[config.mk]
export PLATFORM = sky130hd
export DESIGN_NAME = video_out_stage
export DESIGN_NICKNAME = d
export VERILOG_FILES = /design/src/rtl/video_out_stage.sv
export SDC_FILE = /design/constraint.sdc
export NUM_CORES = 1
export LEC_CHECK = 0
export BUFFER_PORTS_ARGS = -buffer_cell sky130_fd_sc_hd__buf_4
export CAP_MARGIN = 20
export CORE_MARGIN = 1
export CORE_UTILIZATION = 46
export CTS_BUF_LIST = sky130_fd_sc_hd__clkbuf_4
export CTS_CLUSTER_SIZE = 30
export DETAILED_ROUTE_END_ITERATION = 12
export HOLD_SLACK_MARGIN = 0.06
export PLACE_DENSITY_LB_ADDON = 0.08
export SYNTH_ARGS = -nofsm -noshare
export SYNTH_HDL_FRONTEND = slang
export SYNTH_SLANG_ARGS = --single-unit
[constraint.sdc]
create_clock -name clk_12_5875 -period 1.4 [get_ports clk_12_5875]
set_input_delay 0.14 -clock clk_12_5875 [delete_from_list [all_inputs] [get_ports clk_12_5875]]
set_output_delay 0.14 -clock clk_12_5875 [all_outputs]
set_load 0.05 [all_outputs]
[src/rtl/video_out_stage.sv]
// Final video output stage: re-aligns sync/visible with the pixel pipeline,
// blanks colour outside the visible area, registers every off-chip pin and
// turns the start of vblank into a pulse, a frame count and a sticky CPU IRQ.
//
// Handshake: there is no valid/ready pair on this block. Timing inputs are
// consumed every clock. The IRQ is level-held: it is raised by a vblank event
// and stays raised until irq_ack_i is seen high on a clock edge with no
// simultaneous vblank event. The IRQ state register is visible on
// vblank_irq_o (IDLE = 0, PENDING = 1).
module video_out_stage #(
    parameter int PIPE_DEPTH = 2,
    parameter int COLOR_W    = 6,
    parameter int FRAME_W    = 16
) (
    input  logic               clk_12_5875,
    input  logic               rst_n,
    input  logic               hsync_i,
    input  logic               vsync_i,
    input  logic               visible_i,
    input  logic               writable_i,
    input  logic [COLOR_W-1:0] color_i,
    input  logic               irq_ack_i,
    output logic               hsync_o,
    output logic               vsync_o,
    output logic [COLOR_W-1:0] color_o,
    output logic               vblank_start_o,
    output logic               vblank_irq_o,
    output logic               irq_overrun_o,
    output logic [FRAME_W-1:0] frame_count_o
);

    typedef struct packed {
        logic hsync;
        logic vsync;
        logic visible;
    } timing_t;

    typedef enum logic {
        IRQ_IDLE    = 1'b0,
        IRQ_PENDING = 1'b1
    } irq_state_t;

    // Syncs idle high, nothing visible while the line is flushed.
    localparam timing_t TIMING_IDLE = '{hsync: 1'b1, vsync: 1'b1, visible: 1'b0};

    timing_t              pipe_q [PIPE_DEPTH];
    timing_t              tap;
    logic                 hsync_q;
    logic                 vsync_q;
    logic [COLOR_W-1:0]   color_q;
    logic [COLOR_W-1:0]   color_d;
    logic                 writable_q;
    logic                 vblank_evt;
    logic                 vblank_start_q;
    irq_state_t           irq_state_q;
    logic                 overrun_q;
    logic [FRAME_W-1:0]   frame_q;
    logic [FRAME_W-1:0]   frame_d;

    assign tap        = pipe_q[PIPE_DEPTH-1];
    // Undelayed writable so the IRQ reaches the CPU as early as possible.
    assign vblank_evt = writable_i & ~writable_q;

    // Next-state values for the colour pin and the frame counter.
    always_comb begin
        color_d = tap.visible ? color_i : '0;
        frame_d = vblank_evt ? frame_q + FRAME_W'(1) : frame_q;
    end

    // Timing delay line: stage 0 captures the generator, the last stage is the tap.
    always_ff @(posedge clk_12_5875 or negedge rst_n) begin
        if (!rst_n) begin
            for (int i = 0; i < PIPE_DEPTH; i++) pipe_q[i] <= TIMING_IDLE;
        end else begin
            pipe_q[0] <= '{hsync: hsync_i, vsync: vsync_i, visible: visible_i};
            for (int i = 1; i < PIPE_DEPTH; i++) pipe_q[i] <= pipe_q[i-1];
        end
    end

    // Off-chip pin registers: syncs from the tap, colour blanked by the tap's visible.
    always_ff @(posedge clk_12_5875 or negedge rst_n) begin
        if (!rst_n) begin
            hsync_q <= 1'b1;
            vsync_q <= 1'b1;
            color_q <= '0;
        end else begin
            hsync_q <= tap.hsync;
            vsync_q <= tap.vsync;
            color_q <= color_d;
        end
    end

    // Vblank edge detect; writable resets high so a release mid-vblank is silent.
    always_ff @(posedge clk_12_5875 or negedge rst_n) begin
        if (!rst_n) begin
            writable_q     <= 1'b1;
            vblank_start_q <= 1'b0;
            frame_q        <= '0;
        end else begin
            writable_q     <= writable_i;
            vblank_start_q <= vblank_evt;
            frame_q        <= frame_d;
        end
    end

    // IRQ FSM: a new vblank always wins over an ack arriving on the same edge.
    always_ff @(posedge clk_12_5875 or negedge rst_n) begin
        if (!rst_n) begin
            irq_state_q <= IRQ_IDLE;
            overrun_q   <= 1'b0;
        end else begin
            case (irq_state_q)
                IRQ_IDLE: begin
                    if (vblank_evt) begin
                        irq_state_q <= IRQ_PENDING;
                        overrun_q   <= 1'b0;
                    end
                end
                IRQ_PENDING: begin
                    if (vblank_evt) begin
                        irq_state_q <= IRQ_PENDING;
                        overrun_q   <= ~irq_ack_i;
                    end else if (irq_ack_i) begin
                        irq_state_q <= IRQ_IDLE;
                        overrun_q   <= 1'b0;
                    end
                end
                default: begin
                    irq_state_q <= IRQ_IDLE;
                    overrun_q   <= 1'b0;
                end
            endcase
        end
    end

    assign hsync_o        = hsync_q;
    assign vsync_o        = vsync_q;
    assign color_o        = color_q;
    assign vblank_start_o = vblank_start_q;
    assign vblank_irq_o   = (irq_state_q == IRQ_PENDING);
    assign irq_overrun_o  = overrun_q;
    assign frame_count_o  = frame_q;

endmodule
==> metrics.md <==
| Metric | Value |
|---|---|
| CTS buffer count | 5 |
| Post-synth top area share | between 50% and 60% |
| # setup viols final | 0 |
| Die width | ~53 microns |
| Avg Synthesized Cell Area | around 15 sq um |
| Top cell type by total area after synthesis | dfrtp_1 |
| Layout cells sized above 1 | 49.0% |
| Overall Global Routing Usage | between 10% and 20% |
| Grt ovf | 0 |
| Top post-synthesis cells by count | dfrtp_1, xnor2_1, and2_1, dfstp_2, nand2_1 |
| Syn Inst Count | between 80 and 90 |
| H-Tree Depth | 2 |
| Worst-path fanout max | 5 |
| Rel. slew slack | 72.4% |
| Fin crit period | between 1 and 1.5 ns |
| Antenna-violating nets left | 0 |
| Bufs and invs on worst path | 0 |
| Leak Pwr | approximately 0.00087 uW |
| Most frequent cell after synthesis | dfrtp_1 |
| IO buf count | 39 |
| Mean routed wirelength per cell | roughly 13 microns |
| Fmax | 753 MHz |
| Detailed placement HPWL | between 1 and 1.5 mm |
| Die ar. | about 2800 sq um |
| Core ar. | about 2500 sq um |
| CTS tree | built |
| Critical Path Start Type | flip-flop |
| Vias in the first global route | 856 |
| Initial drt markers | 4 |
| Pwr/cell area | around 1400 nW/um^2 |
| Area Overhead vs Synth | 46.8% |
| Power after layout | roughly 2600 uW |
| Final hold vios | 0 |
| Mapped Area | ~1200 sq um |
| Final net count | 160 |
| Top area cells in the synthesized netlist | dfrtp_1, dfstp_2, xnor2_1 |
| Async S/R FF share, synth | 100% |
| CTS Sinks | 34 |
| Clk_skew | around 0.012 ns |
| Critical Setup Path Class | flip-flop to flip-flop |
| Root cell of the clock tree | clkbuf_4 |
| Worst Setup SP | writable_q |
| N_diodes | 0 |
| Net count after synthesis | between 90 and 100 |
| First-pass GRT wire length | ~3.6 mm |
| Worst-Margin Slew | between 0.4 and 0.5 ns |
| Post-Route WL | around 2.2 mm |
| Final Max Slew Viols | 0 |
| Clock latency at the later pin of the worst-skew pair | between 0.3 and 0.4 ns |
| Worst R2R Start | writable_q |
| CP Cell Sequence | and4b_1 > and4_4 > and3_4 > xor2_1 |
| Drt drc | 0 |
| Worst slack at placement | -0.00910 ns |
| Primary FF master, synth | dfrtp_1 |
| Post-synthesis register bit count | 34 |
| 1st-pass router iterations | 2 |
| Max rail drop VDD | between 1 and 1.5 mV |
| Critical path's largest stage delay | approximately 0.54 ns |
| Yosys Warn Count | 0 |
| Critical Path Sink Type | flip-flop |
| Slowest-stage cell, CP | dfstp_2 |
| Via count | around 830 |
| Final RePlAce weighted congestion | between 0.7 and 0.8 |
| CTS clk-pin slew, worst paths | approximately 0.10 ns |
| EDFF count, synth | 0 |
| Sequential area share after synthesis | around 70% |
| CTS max path bufs | 2 |
| Die height | roughly 53 microns |
| Required @ worst endpoint | ~1.6 ns |
| Placement Rows | 18 |
| Largest net degree at the start of global routing | 35 |
| Data arrival, critical path | between 1.5 and 2 ns |
| Worst Hold Class | primary input to async pin |
| Vias/cell | between 4 and 5 |
| Final worst slack | 0.0715 ns |
| Status | finished clean |
| Antenna violations before repair | 0 |
| Top Ports | 40 |
| Final worst-path cycle share | a little over nine tenths |
| Post-synth cell types | 20 |
| Max-cap violations | 0 |
| Initial Util | about half |
| CP top delay family | simple AND/OR/NAND/NOR gates |
==> registers in the layout (all words and copies together), names as in the netlist <==
register        count
vsync_o             1
vblank_start_o      1
color_o             6
irq_overrun_o       1
frame_count_o      16
writable_q          1
pipe_q              6
vblank_irq_o        1
hsync_o             1
==> final cells by class <==
class / count / area [sq um]
Clock buffer: 7 / 52.6
Clock inverter: 1 / 3.75
Fill cell: 201 / 701
Inverter: 1 / 3.75
Multi-Input combinational cell: 46 / 344
Sequential cell: 34 / 870
Tap cell: 30 / 37.5
Timing Repair Buffer: 58 / 465
==> worst register-to-register path: stages, from the launching register on <==
cell	delay, ns
dfstp_2	0.54
and4b_1	0.20
and4_4	0.17
and3_4	0.18
xor2_1	0.13
==> worst paths after layout <==
path                                          to  slack (ns)  cells after the start
worst max-delay path            frame_count_o[7]        0.07                      4
worst min-delay path            frame_count_o[0]        0.28                      2
worst max register to register  frame_count_o[7]        0.07                      4
worst min register to register         pipe_q[0]        0.36                      0
max in group asynchronous              pipe_q[5]        0.78                      2
min in group clk_12_5875               pipe_q[0]        0.36                      0
==> stage by stage <==
stage	cells	instance area (sq um)	hold WS (ns)	utilization [%]	TNS (ns)
after floorplan	83	1230	-0.156	-	-0.376
after global placement	156	1590	0.103	64.1	0
after detailed placement	156	1590	0.109	64.1	-0.00910
after CTS	176	1770	0.282	71.4	0
after global routing	177	1780	0.319	71.7	-0.00505
final	177	1780	0.281	71.7	0
==> kinds of logic after synthesis <==
logic type / count (synthesis) / synth area share (%)
multiplexers: 2 / 1.76
AO/OA/AOI/OAI: 2 / 1.03
buffers and inverters: 3 / 1.24
XOR/XNOR: 15 / 10.9
flip-flops: 34 / 71.0
adder cells (fa/ha/maj): 1 / 1.03
AND/OR/NAND/NOR: 26 / 13.0
==> per-layer routing <==
metal,track usage [%],vias up,share of wire [%]
met5,0,-,0
met4,11.8,0,2.0
met3,6.90,5,6.6
met2,30.2,26,49
met1,21.5,402,42
li1,-,400,-
==> placed cells by master (no fill, tap or decap) <==
master         count
buf_4             46
dfrtp_1           19
xnor2_1           12
dlygate4sd3_1     12
dfrtp_2            8
and2_1             7
clkbuf_4           7
dfstp_2            7
nand2_1            5
nand4_1            4
nand3_1            3
xor2_1             3
and4_1             2
nor2b_1            1
inv_1              1
a21o_1             1
and4b_1            1
and3_2             1
and4_4             1
and3_4             1
mux2i_1            1
a21oi_1            1
mux2_2             1
ha_1               1
clkinv_1           1
==> where the power goes <==
part           leakage (uW)  switching (uW)  internal, uW  total [uW]
combinational      0.000418             520           292         812
sequential         0.000415             102          1120        1220
clock             0.0000338             297           232         528
total              0.000867             918          1640        2560
==> repair_timing <==
action                     CTS  global route
buffers inserted             0             1
pin swaps                    0             2
hold endpoints to repair    39             0
setup endpoints to repair    2             5
hold buffers                12             0
resized for setup            2             1
gates cloned                 0             0
(Power assumes the default switching activity.)
